File: src/rtl/pcm_sample_buffer.sv
// PCM sample buffer: stereo-to-mono mix, gain with saturation, and a small
// FIFO that pops one sample per PWM frame onto a held DAC input.
module pcm_sample_buffer #(
  parameter int DEPTH     = 8,
  parameter int FRAME_LEN = 256,
  parameter int POP_PHASE = 128
) (
  input  logic                       clk,
  input  logic                       rst,
  input  logic [15:0]                snd_left,
  input  logic [15:0]                snd_right,
  input  logic                       snd_sample,
  input  logic [1:0]                 gain,
  input  logic                       mute,
  input  logic                       clr_flags,
  output logic [15:0]                pcm_out,
  output logic [$clog2(DEPTH):0]     level,
  output logic                       underrun,
  output logic                       overrun
);

  localparam int AW = $clog2(DEPTH);
  localparam int LW = AW + 1;
  localparam int CW = $clog2(FRAME_LEN);

  logic signed [16:0] sum_q, sum_d;
  logic               v1_q;
  logic        [15:0] res_q, res_d;
  logic               v2_q;
  logic      [CW-1:0] cnt_q, cnt_d;
  logic      [AW-1:0] wp_q, wp_d, rp_q, rp_d;
  logic      [LW-1:0] lvl_q, lvl_d;
  logic        [15:0] pcm_q, pcm_d;
  logic               und_q, und_d;
  logic               ovr_q, ovr_d;
  logic        [15:0] mem_q [DEPTH];

  logic signed [15:0] mix;
  logic signed [18:0] shf;
  logic               pop, full, empty, do_pop, do_wr;

  always_comb begin
    sum_d = {snd_left[15], snd_left} + {snd_right[15], snd_right};
    mix   = 16'(sum_q >>> 1);
    shf   = {{3{mix[15]}}, mix} <<< gain;
    if (shf > 19'sh07FFF)      res_d = 16'h7FFF;
    else if (shf < 19'sh78000) res_d = 16'h8000;
    else                       res_d = shf[15:0];
    if (mute) res_d = 16'h0000;
  end

  // Full/empty come from the occupancy count, so pointer equality is unambiguous.
  always_comb begin
    cnt_d  = (cnt_q == CW'(FRAME_LEN - 1)) ? '0 : cnt_q + CW'(1);
    pop    = (cnt_q == CW'(POP_PHASE));
    full   = (lvl_q == LW'(DEPTH));
    empty  = (lvl_q == '0);
    do_pop = pop & ~empty;
    do_wr  = v2_q & (~full | do_pop);
    wp_d   = do_wr  ? wp_q + AW'(1) : wp_q;
    rp_d   = do_pop ? rp_q + AW'(1) : rp_q;
    lvl_d  = lvl_q + LW'(do_wr) - LW'(do_pop);
    pcm_d  = do_pop ? mem_q[rp_q] : pcm_q;
    und_d  = (pop & empty) | (und_q & ~clr_flags);
    ovr_d  = (v2_q & ~do_wr) | (ovr_q & ~clr_flags);
  end

  always_ff @(posedge clk or posedge rst) begin
    if (rst) begin
      sum_q <= '0;
      v1_q  <= 1'b0;
      res_q <= '0;
      v2_q  <= 1'b0;
      cnt_q <= '0;
      wp_q  <= '0;
      rp_q  <= '0;
      lvl_q <= '0;
      pcm_q <= '0;
      und_q <= 1'b0;
      ovr_q <= 1'b0;
    end else begin
      if (snd_sample) sum_q <= sum_d;
      v1_q  <= snd_sample;
      if (v1_q) res_q <= res_d;
      v2_q  <= v1_q;
      cnt_q <= cnt_d;
      wp_q  <= wp_d;
      rp_q  <= rp_d;
      lvl_q <= lvl_d;
      pcm_q <= pcm_d;
      und_q <= und_d;
      ovr_q <= ovr_d;
    end
  end

  always_ff @(posedge clk) begin
    if (do_wr) mem_q[wp_q] <= res_q;
  end

  assign pcm_out  = pcm_q;
  assign level    = lvl_q;
  assign underrun = und_q;
  assign overrun  = ovr_q;

endmodule

File: config.mk
export PLATFORM = sky130hd
export DESIGN_NAME = pcm_sample_buffer
export DESIGN_NICKNAME = d
export VERILOG_FILES = /design/src/rtl/pcm_sample_buffer.sv
export SDC_FILE = /design/constraint.sdc
export NUM_CORES = 1
export LEC_CHECK = 0
export BUFFER_PORTS_ARGS = -buffer_cell sky130_fd_sc_hd__buf_2
export CAP_MARGIN = 25
export CORE_MARGIN = 2
export CORE_UTILIZATION = 25
export DETAILED_ROUTE_END_ITERATION = 6
export PLACE_DENSITY_LB_ADDON = 0.15
export SLEW_MARGIN = 40
export SYNTH_ARGS = -nofsm -noshare
export SYNTH_HDL_FRONTEND = slang
export SYNTH_SLANG_ARGS = --single-unit
File: constraint.sdc
create_clock -name clk -period 4.3 [get_ports clk]
set_clock_uncertainty 0.1 [all_clocks]
set_input_delay 0.43 -clock clk [delete_from_list [all_inputs] [get_ports clk]]
set_output_delay 0.43 -clock clk [all_outputs]
set_load 0.03 [all_outputs]
# [After elaboration in Yosys (flattened, before gate mapping)]
# Memory sizes are Yosys's and may differ from the RTL's. A register that Yosys moved wholly into a read port is not among the register bits.
# Index checks and enable logic that the tools add are counted.
[op_classes] shifts=1 n_reduce_logical=1 addsub=6 eq_ne=3 bitwise=13 n_lt_le_gt_ge=2 muxes=6
[ops] cell="$mux 16" n=3
[ops] cell="$gt 19x16->1 const B" n=1
[ops] cell="$lt 19x16->1 const B" n=1
[ops] cell="$sshl 19x2->19" n=1
[ops] cell="$add 16x16->17" n=1
[ops] cell="$eq 8x8->1 const B" n=2
[ops] cell="$add 8x1->8 const B" n=1
[ops] cell="$mux 8" n=1
[ops] cell="$add 3x1->3 const B" n=2
[ops] cell="$and 1x1->1" n=6
[ops] cell="$add 4x1->4" n=1
[ops] cell="$eq 4x4->1 const B" n=1
[ops] cell="$logic_not 4->1" n=1
[ops] cell="$not 1->1" n=4
[ops] cell="$sub 4x1->4" n=1
[ops] cell="$or 1x1->1" n=3
[ops] cell="$mux 1" n=2
[word_totals] regBits=55 out_inout_bits=22 ramBits=128 memories=1
[memory_table] name="mem_q" depth=8 word_bits=16 read_ports=1 rd_ports_with_merged_regs=1 wr=1 line_no="36" rtl="logic [15:0] mem_q [DEPTH];"

# [Logic depth before layout (Yosys ltp)]
[depth] ltp_word=8 mapped_depth=13

# [Least setup slack after synthesis]
# OpenSTA, ideal clock, no wires.
[synth_path] kind="reg2reg" start="register lvl_q[2] (netlist: level[2])" end="memory mem_q[1][0], enable pin" path_slack_ns=1.416 path_stages_with_launch=6 required_ns=3.791 t_arrival_ns=2.374 synth_period_minus_slack_ns=2.884 path_cell_list="dfrtp_1 > inv_1 > ha_1 > nor3_1 > o211ai_1 > nor3_1"
[synth_via] elab_chain_cells=7 elab_cells_between_ends=9 classes_between="eq/ne (1); mux (2); bitwise (5); reduce/logical (1)"
[synth_lines] element="from (decl)" line_no="32" rtl="logic [LW-1:0] lvl_q, lvl_d;"
[synth_lines] element="from (signal assigned)" line_no="89" rtl="lvl_q <= lvl_d;"
[synth_lines] element="$logic_not 4->1" line_no="57" rtl="empty = (lvl_q == '0);"
[synth_lines] element="$not 1->1" line_no="58" rtl="do_pop = pop & ~empty;"
[synth_lines] element="$and 1x1->1" line_no="58"
[synth_lines] element="$or 1x1->1 *" line_no="59" rtl="do_wr = v2_q & (~full | do_pop);"
[synth_lines] element="$and 1x1->1 *" line_no="59"
[synth_lines] element="$mux 1 *" line_no="97" rtl="if (do_wr) mem_q[wp_q] <= res_q;"
[synth_lines] element="$mux 1 (implied by the code) *" line_no="97"
[synth_lines] element="to (decl)" line_no="36"
# Every way passes the cells marked *; elsewhere a longest branch is shown, timed or not.

# [Worst setup path after layout]
[layout_path] start="register cnt_q[4]" end="register lvl_q[1] (netlist: level[1])"
[layout_via] elab_chain_cells=6
[layout_lines] element="from (decl)" line_no="30" rtl="logic [CW-1:0] cnt_q, cnt_d;"
[layout_lines] element="from (signal assigned)" line_no="86" rtl="cnt_q <= cnt_d;"
[layout_lines] element="$eq 8x8->1 *" line_no="55" rtl="pop = (cnt_q == CW'(POP_PHASE));"
[layout_lines] element="$and 1x1->1 *" line_no="58"
[layout_lines] element="$or 1x1->1" line_no="59"
[layout_lines] element="$and 1x1->1" line_no="59"
[layout_lines] element="$add 4x1->4" line_no="62" rtl="lvl_d = lvl_q + LW'(do_wr) - LW'(do_pop);"
[layout_lines] element="$sub 4x1->4 *" line_no="62"
[layout_lines] element="via lvl_d[1]" line_no="32"
# Mark *: on every way through the listed nets, which the timed path passes. The rest lies on a longest branch.
# A chain may end at the register's enable or synchronous reset.

==> flow_summary.toml <==
[worst_setup_path]
crit_required_ns = 4.53
path_delay_family = "simple AND/OR/NAND/NOR gates"
crit_fanout = 35
cpMostUsedCell = "inv_1"
cp.depth = 10
cp.arrival_ns = 3.06
cp-end-kind = "flop"
r2r_end = "level[1]$_DFF_PP0_"
critical_path.max_stage_delay_ns = 0.47
timing.rr.start = "cnt_q[4]$_DFF_PP0_"
critPathLaunchType = "flop"
crit_type = "reg -> reg"
rrSetupSlack_ns = 1.46
startpoint = "cnt_q[4]$_DFF_PP0_"
critPathSlowestCell = "fa_1"
endpoint = "level[1]$_DFF_PP0_"
path_cells = "or3_1 > or2_1 > nand2b_4 > clkinv_2 > ha_1 > inv_1 > ha_1 > inv_1 > fa_1 > inv_1"
worst-path-buf-inv = 4
worst-r2r-cell-count = 10

[grt]
grt_pass1_vias = 5123
grt_pass1_wl_um = 29100
grt_max_degree = 39
grt-ovfl-total = 0
antenna_found_initial = 0
track_usage_pct = 10.4

[pwr]
leakage_nw = 3.90
ir_worst_vdd_v = 0.000258
power_density_mw_per_mm2 = 484

[clock_network]
cts_resized = 0
cts_tree = "done"
cts_buffers = 17
cts_max_level = 4
cts_root_buffer = "clkbuf_16"
clk_latency_ns = 0.43
clock_path_buffers = 2
cts_setup_buffers = 0
clock-sinks = 198
clk_pin_slew_ns = 0.08

[timing]
tns_ns = 0
fin_ws_ns = 1.46
rsz0062_at_grt = "no"
finalMaxSlewViolations = 0
clock.fmax_ghz = 0.353
post-route-period-util_pct = 66.0
timing.final.hold_violations = 0
slew_headroom_pct = 46.8
fin_crit_ns = 2.84
worst_pin_slew_ns = 0.795
setup_viol = 0

[route]
antenna_left = 0
wire_per_inst_um = 16.0
routed_wl_um = 18400
vias = 4985
viasPerCell = 4.33
drt_iter0_drc = 206
drt_pass1_iterations = 4
drc = 0

[die]
ios = 61
num_rows = 69
dieHeight_um = 193
coreArea_sq_mm = 0.0353
die_w_um = 193
start_util_pct = 25.3
die-area_sq_mm = 0.0372

[yosys]
synth.distinct_cells = 67
syn_area_per_cell_sq_um = 14.5
async_flop_share_pct = 35.4
synth_area_sq_mm = 0.00892
synth_edf_count = 128
synth_seq_cells = 198
ys_seq_area_share_pct = 62.7
synthesis.instances = 617
synthesis.nets = 683
synth_warnings = 0
synth_flop_cell = "edfxtp_1"

[final_layout]
syn_to_final_growth_pct = 16.2
finalNetCount = 742
drive_gt1_share_pct = 24.7
final_cell_count_no_fill = 1150
final_cell_mix = "128 x edfxtp_1, 67 x dfrtp_1, 60 x buf_2, 44 x nand2_1, 43 x inv_1"
final_common_cell = "edfxtp_1"
final_cell_area_sq_mm = 0.0104
diodes = 0

[placement]
port_buffers = 60
place_ws_ns = 1.48
place.gp.congestion = 0.765
place_hpwl_um = 12600
placed_area_sq_mm = 0.00974
dp_cells = 1117

[run]
maxCapViolCount = 0

[min_path]
min_from = "clr_flags"
hold_depth = 2
hp-class = "in -> reg"

[status]
status = "finished clean"
-- where the power goes --
group | internal, W | switching, W
sequential | 0.00238 | 0.000182
combinational | 0.000318 | 0.000489
clock | 0.000887 | 0.000763
total | 0.00358 | 0.00143
-- worst min path at each step --
stage                         endpoint
2_1_floorplan           v2_q$_DFF_PP0_
3_3_place_gp        cnt_q[0]$_DFF_PP0_
3_5_place_dp   pcm_out[11]$_DFFE_PP0N_
4_1_cts             underrun$_DFF_PP0_
5_1_grt             underrun$_DFF_PP0_
6_report            underrun$_DFF_PP0_
-- state kept, by name, indices dropped and copies added (netlist names), 3 cells and up --
name,cells
cnt_q,8
level,4
pcm_out,16
res_q,16
mem_q,128
wp_q,3
sum_q,16
rp_q,3
-- stage by stage --
step	hold slack [ns]	utilization, %	total power, W
after floorplan	0.252	-	0.00310
after global placement	0.358	27.5	0.00339
after detailed placement	0.363	27.6	0.00342
after CTS	0.0490	29.3	0.00510
after global routing	0.102	29.3	0.00529
final	0.120	29.3	0.00501
-- layer usage --
| layer | vias up | global-route usage [%] | wire (um) |
|---|---|---|---|
| li1 | 2450 | - | - |
| met1 | 2439 | 14.4 | 9040 |
| met2 | 84 | 16.5 | 8500 |
| met3 | 12 | 2.42 | 703 |
| met4 | 0 | 2.67 | 173 |
| met5 | - | 0 | 0 |
-- cell families (layout without fill, tap and decap cells) --
| family | after synthesis | count (layout) | share of synthesized area (%) |
|---|---|---|---|
| xor+xnor | 16 | 16 | 1.66 |
| compound gates | 120 | 120 | 9.16 |
| fa+ha+maj | 27 | 27 | 3.96 |
| flops | 198 | 198 | 62.7 |
| simple gates | 106 | 106 | 5.65 |
| buf+inv | 75 | 147 | 3.68 |
| mux | 75 | 75 | 13.2 |
-- final cells by class --
cell class	instances	area (sq um)
clock buffer	18	429
multi-input combinational	344	3030
tap	461	577
sequential	198	5600
clock inverter	14	180
fill	3522	24900
timing repair buffer	69	370
inverter	46	175
-- cell usage after synthesis, types with 9 or more instances --
master,instances,area [sq um]
edfxtp_1,128,3840
dfrtp_1,70,1750
inv_1,44,165
nand2_1,44,165
mux2i_1,34,340
mux4_2,33,743
a21oi_1,29,145
ha_1,25,313
nor2_1,23,86.3
o22ai_1,17,106
clkbuf_1,13,48.8
o21ai_2,12,105
o21ai_0,11,55.1
xnor2_1,10,87.6
buf_2,9,45.0
-- timing repair --
action,4_1_cts,5_1_grt
hold endpoints to repair,0,30
endpoints found under the setup margin,0,0
hold buffers,0,1
No activity file was read; power rests on OpenSTA's default activity.
